===== src/rtl/lc3_ctrl_pkg.sv =====
// Shared types for the LC-3 control unit: FSM state encoding, opcodes, datapath mux
// encodings, the packed control word, and the opcode dispatch helper.
// Optional feature macro: LC3_INDIRECT_EN (LDI/STI support; otherwise they dispatch to ILL).
package lc3_ctrl_pkg;

  typedef enum logic [4:0] {
    StReset, StF1, StF2, StF3, StDecode, StAlu, StAddr, StRd, StInd, StWb,
    StStData, StWr, StBr, StJmp, StLea, StIll, StHalt
  } state_e;

  typedef enum logic [3:0] {
    OpBr  = 4'b0000, OpAdd = 4'b0001, OpLd  = 4'b0010, OpSt  = 4'b0011,
    OpAnd = 4'b0101, OpLdr = 4'b0110, OpStr = 4'b0111, OpNot = 4'b1001,
    OpLdi = 4'b1010, OpSti = 4'b1011, OpJmp = 4'b1100, OpLea = 4'b1110,
    OpTrap = 4'b1111
  } opcode_e;

  typedef enum logic [1:0] {PcmuxInc = 2'b00, PcmuxBus = 2'b01, PcmuxAdder = 2'b10} pcmux_e;
  typedef enum logic [1:0] {DrmuxIr = 2'b00, DrmuxR7 = 2'b01} drmux_e;
  typedef enum logic [1:0] {Sr1Ir86 = 2'b00, Sr1Ir119 = 2'b01} sr1mux_e;
  typedef enum logic [1:0] {
    Addr2Zero = 2'b00, Addr2Off6 = 2'b01, Addr2Off9 = 2'b10, Addr2Off11 = 2'b11
  } addr2mux_e;
  typedef enum logic [1:0] {AlukAdd = 2'b00, AlukAnd = 2'b01, AlukNot = 2'b10, AlukPass = 2'b11} aluk_e;

  typedef struct packed {
    logic       ld_mar, ld_mdr, ld_ir, ld_reg, ld_cc, ld_pc;
    logic       gate_pc, gate_mdr, gate_alu, gate_marmux;
    logic [1:0] pcmux, drmux, sr1mux;
    logic       addr1mux;
    logic [1:0] addr2mux;
    logic       marmux;
    logic [1:0] aluk;
    logic       sr2mux, mem_en, r_w, illegal;
  } ctrl_t;

  function automatic logic is_indirect(input logic [3:0] op);
    return (op == OpLdi) || (op == OpSti);
  endfunction

  // Execute state entered from DECODE.
  function automatic state_e dispatch(input logic [3:0] op);
    case (op)
      OpAdd, OpAnd, OpNot:      return StAlu;
      OpLd, OpLdr, OpSt, OpStr: return StAddr;
`ifdef LC3_INDIRECT_EN
      OpLdi, OpSti:             return StAddr;
`endif
      OpBr:                     return StBr;
      OpJmp:                    return StJmp;
      OpLea:                    return StLea;
      OpTrap:                   return StHalt;
      default:                  return StIll;
    endcase
  endfunction

endpackage


===== src/rtl/lc3_ctrl_outdec.sv =====
// Combinational control-word decoder: state (+ opcode, IR[5], ben) -> datapath controls.
// Ports: i_state current FSM state, i_opcode IR[15:12], i_ir5 IR[5], i_ben latched branch
// enable, o_ctrl packed control word.
// Optional feature macro: LC3_INDIRECT_EN (adds the IND state decode).
module lc3_ctrl_outdec
  import lc3_ctrl_pkg::*;
(
  input  state_e     i_state,
  input  logic [3:0] i_opcode,
  input  logic       i_ir5,
  input  logic       i_ben,
  output ctrl_t      o_ctrl
);

  always_comb begin
    o_ctrl = '0;
    case (i_state)
      StF1: begin
        o_ctrl.gate_pc = 1'b1;
        o_ctrl.ld_mar  = 1'b1;
        o_ctrl.ld_pc   = 1'b1;
        o_ctrl.pcmux   = PcmuxInc;
      end
      StF2, StRd: begin
        o_ctrl.mem_en = 1'b1;
        o_ctrl.ld_mdr = 1'b1;
      end
      StF3: begin
        o_ctrl.gate_mdr = 1'b1;
        o_ctrl.ld_ir    = 1'b1;
      end
      StAlu: begin
        o_ctrl.gate_alu = 1'b1;
        o_ctrl.ld_reg   = 1'b1;
        o_ctrl.ld_cc    = 1'b1;
        o_ctrl.drmux    = DrmuxIr;
        o_ctrl.sr1mux   = Sr1Ir86;
        o_ctrl.sr2mux   = i_ir5;
        if (i_opcode == OpAnd)      o_ctrl.aluk = AlukAnd;
        else if (i_opcode == OpNot) o_ctrl.aluk = AlukNot;
        else                        o_ctrl.aluk = AlukAdd;
      end
      StAddr: begin
        o_ctrl.gate_marmux = 1'b1;
        o_ctrl.ld_mar      = 1'b1;
        // Base+offset6 for LDR/STR, PC+offset9 for everything else.
        if (i_opcode == OpLdr || i_opcode == OpStr) begin
          o_ctrl.addr1mux = 1'b1;
          o_ctrl.addr2mux = Addr2Off6;
        end else begin
          o_ctrl.addr2mux = Addr2Off9;
        end
      end
`ifdef LC3_INDIRECT_EN
      StInd: begin
        o_ctrl.gate_mdr = 1'b1;
        o_ctrl.ld_mar   = 1'b1;
      end
`endif
      StWb: begin
        o_ctrl.gate_mdr = 1'b1;
        o_ctrl.ld_reg   = 1'b1;
        o_ctrl.ld_cc    = 1'b1;
        o_ctrl.drmux    = DrmuxIr;
      end
      StStData: begin
        o_ctrl.sr1mux   = Sr1Ir119;
        o_ctrl.aluk     = AlukPass;
        o_ctrl.gate_alu = 1'b1;
        o_ctrl.ld_mdr   = 1'b1;
      end
      StWr: begin
        o_ctrl.mem_en = 1'b1;
        o_ctrl.r_w    = 1'b1;
      end
      StBr: begin
        if (i_ben) begin
          o_ctrl.ld_pc    = 1'b1;
          o_ctrl.pcmux    = PcmuxAdder;
          o_ctrl.addr2mux = Addr2Off9;
        end
      end
      StJmp: begin
        o_ctrl.ld_pc    = 1'b1;
        o_ctrl.pcmux    = PcmuxAdder;
        o_ctrl.addr1mux = 1'b1;
        o_ctrl.addr2mux = Addr2Zero;
        o_ctrl.sr1mux   = Sr1Ir86;
      end
      StLea: begin
        o_ctrl.gate_marmux = 1'b1;
        o_ctrl.addr2mux    = Addr2Off9;
        o_ctrl.ld_reg      = 1'b1;
        o_ctrl.drmux       = DrmuxIr;
      end
      StIll:   o_ctrl.illegal = 1'b1;
      default: ;
    endcase
  end

endmodule


===== src/rtl/lc3_control_fsm.sv =====
// LC-3 microsequenced control unit: fetch/decode/execute FSM driving the datapath controls.
// Ports: clk, rst (sync, active high); i_ir instruction, i_nzp condition codes, i_ready memory
// ready; o_ld_* register loads, o_gate_* bus drivers, o_*mux selects, o_aluk ALU op,
// o_mem_en/o_r_w memory strobe, o_halted/o_mem_fault sticky flags, o_illegal pulse.
// Optional feature macro: LC3_INDIRECT_EN (LDI/STI support).
module lc3_control_fsm
  import lc3_ctrl_pkg::*;
#(
  parameter int unsigned MEM_WAIT_MAX = 255
) (
  input  logic        clk,
  input  logic        rst,
  input  logic [15:0] i_ir,
  input  logic [2:0]  i_nzp,
  input  logic        i_ready,
  output logic        o_ld_mar, o_ld_mdr, o_ld_ir, o_ld_reg, o_ld_cc, o_ld_pc,
  output logic        o_gate_pc, o_gate_mdr, o_gate_alu, o_gate_marmux,
  output logic [1:0]  o_pcmux,
  output logic [1:0]  o_drmux,
  output logic [1:0]  o_sr1mux,
  output logic        o_addr1mux,
  output logic [1:0]  o_addr2mux,
  output logic        o_marmux,
  output logic [1:0]  o_aluk,
  output logic        o_sr2mux,
  output logic        o_mem_en, o_r_w,
  output logic        o_halted,
  output logic        o_mem_fault,
  output logic        o_illegal
);

  localparam int unsigned CntW = (MEM_WAIT_MAX < 2) ? 1 : $clog2(MEM_WAIT_MAX + 1);
  // Count value seen on the MEM_WAIT_MAX-th consecutive non-ready cycle.
  localparam logic [CntW-1:0] WaitLast = CntW'(MEM_WAIT_MAX - 1);

  state_e          r_state;
  logic            r_ben;
  logic [CntW-1:0] r_wait_cnt;
  logic            r_halted;
  logic            r_mem_fault;
`ifdef LC3_INDIRECT_EN
  logic            r_ind_done;  // pointer already fetched; next RD is the data read
`endif

  logic [3:0] w_opcode;
  logic       w_unused_ir;
  ctrl_t      w_ctrl;

  assign w_opcode    = i_ir[15:12];
  assign w_unused_ir = ^{i_ir[8:6], i_ir[4:0]};

  always_ff @(posedge clk) begin
    if (rst) begin
      r_state     <= StReset;
      r_ben       <= 1'b0;
      r_wait_cnt  <= '0;
      r_halted    <= 1'b0;
      r_mem_fault <= 1'b0;
`ifdef LC3_INDIRECT_EN
      r_ind_done  <= 1'b0;
`endif
    end else begin
      r_wait_cnt <= '0;  // only survives while still waiting, so every entry starts at 0
      case (r_state)
        StReset: r_state <= StF1;
        StF1:    r_state <= StF2;
        StF2, StRd, StWr: begin
          if (i_ready) begin
            if (r_state == StF2)      r_state <= StF3;
            else if (r_state == StWr) r_state <= StF1;
`ifdef LC3_INDIRECT_EN
            else if (is_indirect(w_opcode) && !r_ind_done) r_state <= StInd;
`endif
            else                      r_state <= StWb;
          end else if (r_wait_cnt == WaitLast) begin
            r_mem_fault <= 1'b1;
            r_halted    <= 1'b1;
            r_state     <= StHalt;
          end else begin
            r_wait_cnt <= r_wait_cnt + CntW'(1);
          end
        end
        StF3: r_state <= StDecode;
        StDecode: begin
          r_ben    <= |(i_ir[11:9] & i_nzp);
          r_halted <= (dispatch(w_opcode) == StHalt);
          r_state  <= dispatch(w_opcode);
`ifdef LC3_INDIRECT_EN
          r_ind_done <= 1'b0;
`endif
        end
        StAddr: begin
          if (w_opcode == OpSt || w_opcode == OpStr) r_state <= StStData;
          else                                       r_state <= StRd;
        end
`ifdef LC3_INDIRECT_EN
        StInd: begin
          r_ind_done <= 1'b1;
          r_state    <= (w_opcode == OpLdi) ? StRd : StStData;
        end
`endif
        StStData: r_state <= StWr;
        StAlu, StWb, StBr, StJmp, StLea, StIll: r_state <= StF1;
        StHalt:   r_state <= StHalt;
        default:  r_state <= StReset;
      endcase
    end
  end

  lc3_ctrl_outdec u_outdec (
    .i_state  (r_state),
    .i_opcode (w_opcode),
    .i_ir5    (i_ir[5]),
    .i_ben    (r_ben),
    .o_ctrl   (w_ctrl)
  );

  assign o_ld_mar      = w_ctrl.ld_mar;
  assign o_ld_mdr      = w_ctrl.ld_mdr;
  assign o_ld_ir       = w_ctrl.ld_ir;
  assign o_ld_reg      = w_ctrl.ld_reg;
  assign o_ld_cc       = w_ctrl.ld_cc;
  assign o_ld_pc       = w_ctrl.ld_pc;
  assign o_gate_pc     = w_ctrl.gate_pc;
  assign o_gate_mdr    = w_ctrl.gate_mdr;
  assign o_gate_alu    = w_ctrl.gate_alu;
  assign o_gate_marmux = w_ctrl.gate_marmux;
  assign o_pcmux       = w_ctrl.pcmux;
  assign o_drmux       = w_ctrl.drmux;
  assign o_sr1mux      = w_ctrl.sr1mux;
  assign o_addr1mux    = w_ctrl.addr1mux;
  assign o_addr2mux    = w_ctrl.addr2mux;
  assign o_marmux      = w_ctrl.marmux;
  assign o_aluk        = w_ctrl.aluk;
  assign o_sr2mux      = w_ctrl.sr2mux;
  assign o_mem_en      = w_ctrl.mem_en;
  assign o_r_w         = w_ctrl.r_w;
  assign o_illegal     = w_ctrl.illegal;
  assign o_halted      = r_halted;
  assign o_mem_fault   = r_mem_fault;

endmodule


===== config.mk =====
export PLATFORM = sky130hd
export DESIGN_NAME = lc3_control_fsm
export DESIGN_NICKNAME = d
export VERILOG_FILES = /design/src/rtl/lc3_ctrl_pkg.sv /design/src/rtl/lc3_ctrl_outdec.sv /design/src/rtl/lc3_control_fsm.sv
export SDC_FILE = /design/constraint.sdc
export NUM_CORES = 1
export LEC_CHECK = 0
export ABC_AREA = 1
export CORE_MARGIN = 2
export CORE_UTILIZATION = 45
export CTS_CLUSTER_SIZE = 28
export DETAILED_ROUTE_END_ITERATION = 8
export MAX_ROUTING_LAYER = met4
export PLACE_DENSITY = 0.88
export SETUP_SLACK_MARGIN = 0.4
export SLEW_MARGIN = 25
export SYNTH_ARGS = -nofsm -noshare
export SYNTH_HDL_FRONTEND = slang
export SYNTH_HIERARCHICAL = 1
export SYNTH_SLANG_ARGS = --single-unit

===== constraint.sdc =====
create_clock -name clk -period 1.9 [get_ports clk]
set_clock_uncertainty 0.1 [all_clocks]
set_input_delay 0.475 -clock clk [delete_from_list [all_inputs] [get_ports clk]]
set_output_delay 0.475 -clock clk [all_outputs]
set_load 0.01 [all_outputs]

==> results.md <==
- WL/cell: approximately 12 um
- Layout cell share with drive strength beyond 1: 41.1%
- Most frequent cells in the layout: nand2_1 (61), inv_1 (19), buf_4 (19)
- Hold buffers post-CTS: 0
- GPL Wtd Cong: 0.920
- Cell Pwr Density: 843 nW/um2
- Initial antenna violation count: 0
- # port buffers: 36
- Vias per cell: 4.92
- Total of max-cap violations: 0
- # IOs: 50
- CP startpoint: r_state[0]$_SDFFE_PP0P_
- First-pass iteration count of the detailed router: 4
- Pins Over Slew Limit: 0
- Worst setup path category: flop to output port
- Proportion of synthesized area in mux cells: 0%
- Total track usage: between 20% and 30%
- Num rows: 20
- Global-route wire length before repair: 6180 um
- Pin count of the biggest net entering global routing: 10
- Number of clock sinks: 16
- Commonest non-fill, non-tap cell in the layout: nand2_1
- Peak supply drop: 0.000405 V
- Ys flop type: dfxtp_1
- Worst Hold Slack: 0.336 ns
- Nets: 329
- # fillers: 231
- Highest-delay cell along the critical path: dfxtp_4
- Fin util: 72.1%
- Synth-to-Final Area Change: 53.6%
- CP top delay family: flip-flops
- Routed Antenna Nets: 0
- R2r startpoint: r_state[3]$_SDFFE_PP0P_
- Crit-path max cell delay: 0.40 ns
- Main combinational cell family by area after synthesis: simple AND/OR/NAND/NOR gates
- Inserted Diodes: 0
- Placed wire-length estimate: 2470 um
- Worst-path fanout max: 4
- CTS H-Tree Depth: 1
- Critical path launch point type: flop
- Area of the mapped netlist: 1420 um2
- Netlist cell types: 24
- TritonCTS clock tree: done
- Clk slew on worst S/H paths: 0.10 ns
- Core ar.: 3030 um2
- Pleak: ~1.1 nW
- CTS Buffer Depth: 2
- Final Cycle Share: 98.7%
- Die X: 60.2 um
- Most frequent CP cell: nand2_1
- Chip height: 60.2 um
- Yosys warns: 6
- Status: finished, final reports clean
- Post-synthesis simple-gate area fraction: 49.4%
- Share of flip-flops with an asynchronous set or reset: 0%
- Vias after detailed routing: 1686
- HP Start: r_wait_cnt[0]$_SDFF_PP0_
- Req. time, crit path: 1.32 ns
- Unrepaired setup endpoints after global routing: true
- Type of the worst min-delay path: flop to flop
- Synth Area in Adders: around 6%
- Post-synthesis compound-gate area fraction: 5.63%
- Number of synthesized register bits: 16
- Gr ovfl total: 0
- Critical Path AT: approximately 1.3 ns
- Buf+Inv Stages, Crit Path: 2
- Final WL: roughly 4100 um
- XOR/XNOR Fraction of Synth Area: 3.69%
- DIE AREA: 3630 um2
- Final Hold Fails: 0
- Post-synth EDFFs: 0
- Initial Util: 47.0%
- Crit-path cells: buf_4 > nand2_1 > nor2_2 > nand2_1 > nand2_1 > buf_2
- Setup TNS: 0 ns
- Synth Area per Inst: 6.08 um2
- Critical Path Sink Type: output port
- Post-Synthesis Cells: 234
- Min cycle time layout: 1.88 ns
- DR iter-0 viols: 45
- Clock latency on the worst-skew pair: 0.29 ns
- Seq/Total Area, Yosys: 22.5%
- Num CTS Buffers: 3
- DRC errors left: 0
- Maximum clock frequency: 0.533 GHz
- Final setup fails: 0
- Final Total Pwr: 1.84 mW
- Vias in the first global route: ~1500
- Root buf cell: clkbuf_4
cells in the mapped netlist, types with 2 or more instances:
cell / count / area share [%]
nand2_1: 68 / 18
inv_1: 27 / 7.1
nand3_1: 26 / 9.1
nor2_1: 24 / 6.3
dfxtp_1: 16 / 23
nor2_2: 15 / 6.6
a21oi_1: 8 / 2.8
ha_1: 7 / 6.2
o21ai_0: 7 / 2.5
buf_4: 6 / 3.2
inv_2: 6 / 1.6
xor2_1: 4 / 2.5
nand3_2: 3 / 2.1
nand3b_1: 3 / 1.6
nor3_1: 3 / 1.1
nand2_4: 2 / 1.6
xnor2_1: 2 / 1.2
kinds of logic after synthesis:
logic type / after synthesis
AOI/OAI and AO/OA: 16
xor gates and xnor gates: 6
adders and majority gates: 7
buffers and inverters: 40
DFF: 16
other: 1
and+or+nand+nor: 148
layer usage:
layer  global-route usage (%)  wire [um]  up-vias
li1                         -          -      854
met1                     28.2       1720      773
met2                     39.1       2120       50
met3                     3.03        174        9
met4                     6.03         60        0
met5                        -          0        -
stage by stage:
stage | worst slack (ns) | cells | instance area, um2
2_1_floorplan | 0.409 | 238 | 1450
3_3_place_gp | -0.475 | 326 | 1930
5_1_grt | -0.0378 | 343 | 2180
6_report | 0.0244 | 343 | 2180
3_5_place_dp | -0.495 | 326 | 1930
4_1_cts | 0.0315 | 340 | 2100
worst reg2reg max path, delay by kind of cell (launching register included):
kind | cells | cell delay (ns)
AND/OR/NAND/NOR | 7 | 0.56
AO/OA/AOI/OAI | 1 | 0.12
buffers and inverters | 2 | 0.23
flip-flops | 1 | 0.42
final cells by class:
cell class / instances / area [um2] / area share [%]
multi-input cells: 182 / 1100 / 50.2
flip-flops and latches: 16 / 340 / 15.6
inverters: 34 / 153 / 6.99
repair buffers: 62 / 497 / 22.7
repair inverters: 1 / 6.26 / 0.286
well taps: 44 / 55.1 / 2.52
clock buffers: 4 / 36.3 / 1.66
path summary, 6_finish.rpt:
| check | endpoint | slack [ns] | cells past startpoint |
|---|---|---|---|
| max | o_aluk[1] | 0.02 | 6 |
| min | r_wait_cnt[0]$_SDFF_PP0_ | 0.34 | 1 |
| max reg2reg | r_state[0]$_SDFFE_PP0P_ | 0.38 | 10 |
| min reg2reg | r_wait_cnt[0]$_SDFF_PP0_ | 0.34 | 1 |
report_power, final:
group / internal (mW) / switching (mW)
combinational: 0.498 / 0.645
clock: 0.117 / 0.119
sequential: 0.388 / 0.0755
state kept, by name (all words and copies together), names as in the netlist:
register / flops
o_halted: 1
o_mem_fault: 1
r_ben: 1
r_state: 5
r_wait_cnt: 8
repair_timing:
action,4_1_cts,5_1_grt
setup endpoints to repair,37,36
resized for setup,144,27
cloned,1,0
pin swaps,21,12
buffers inserted,9,3
(Power assumes the default switching activity.)
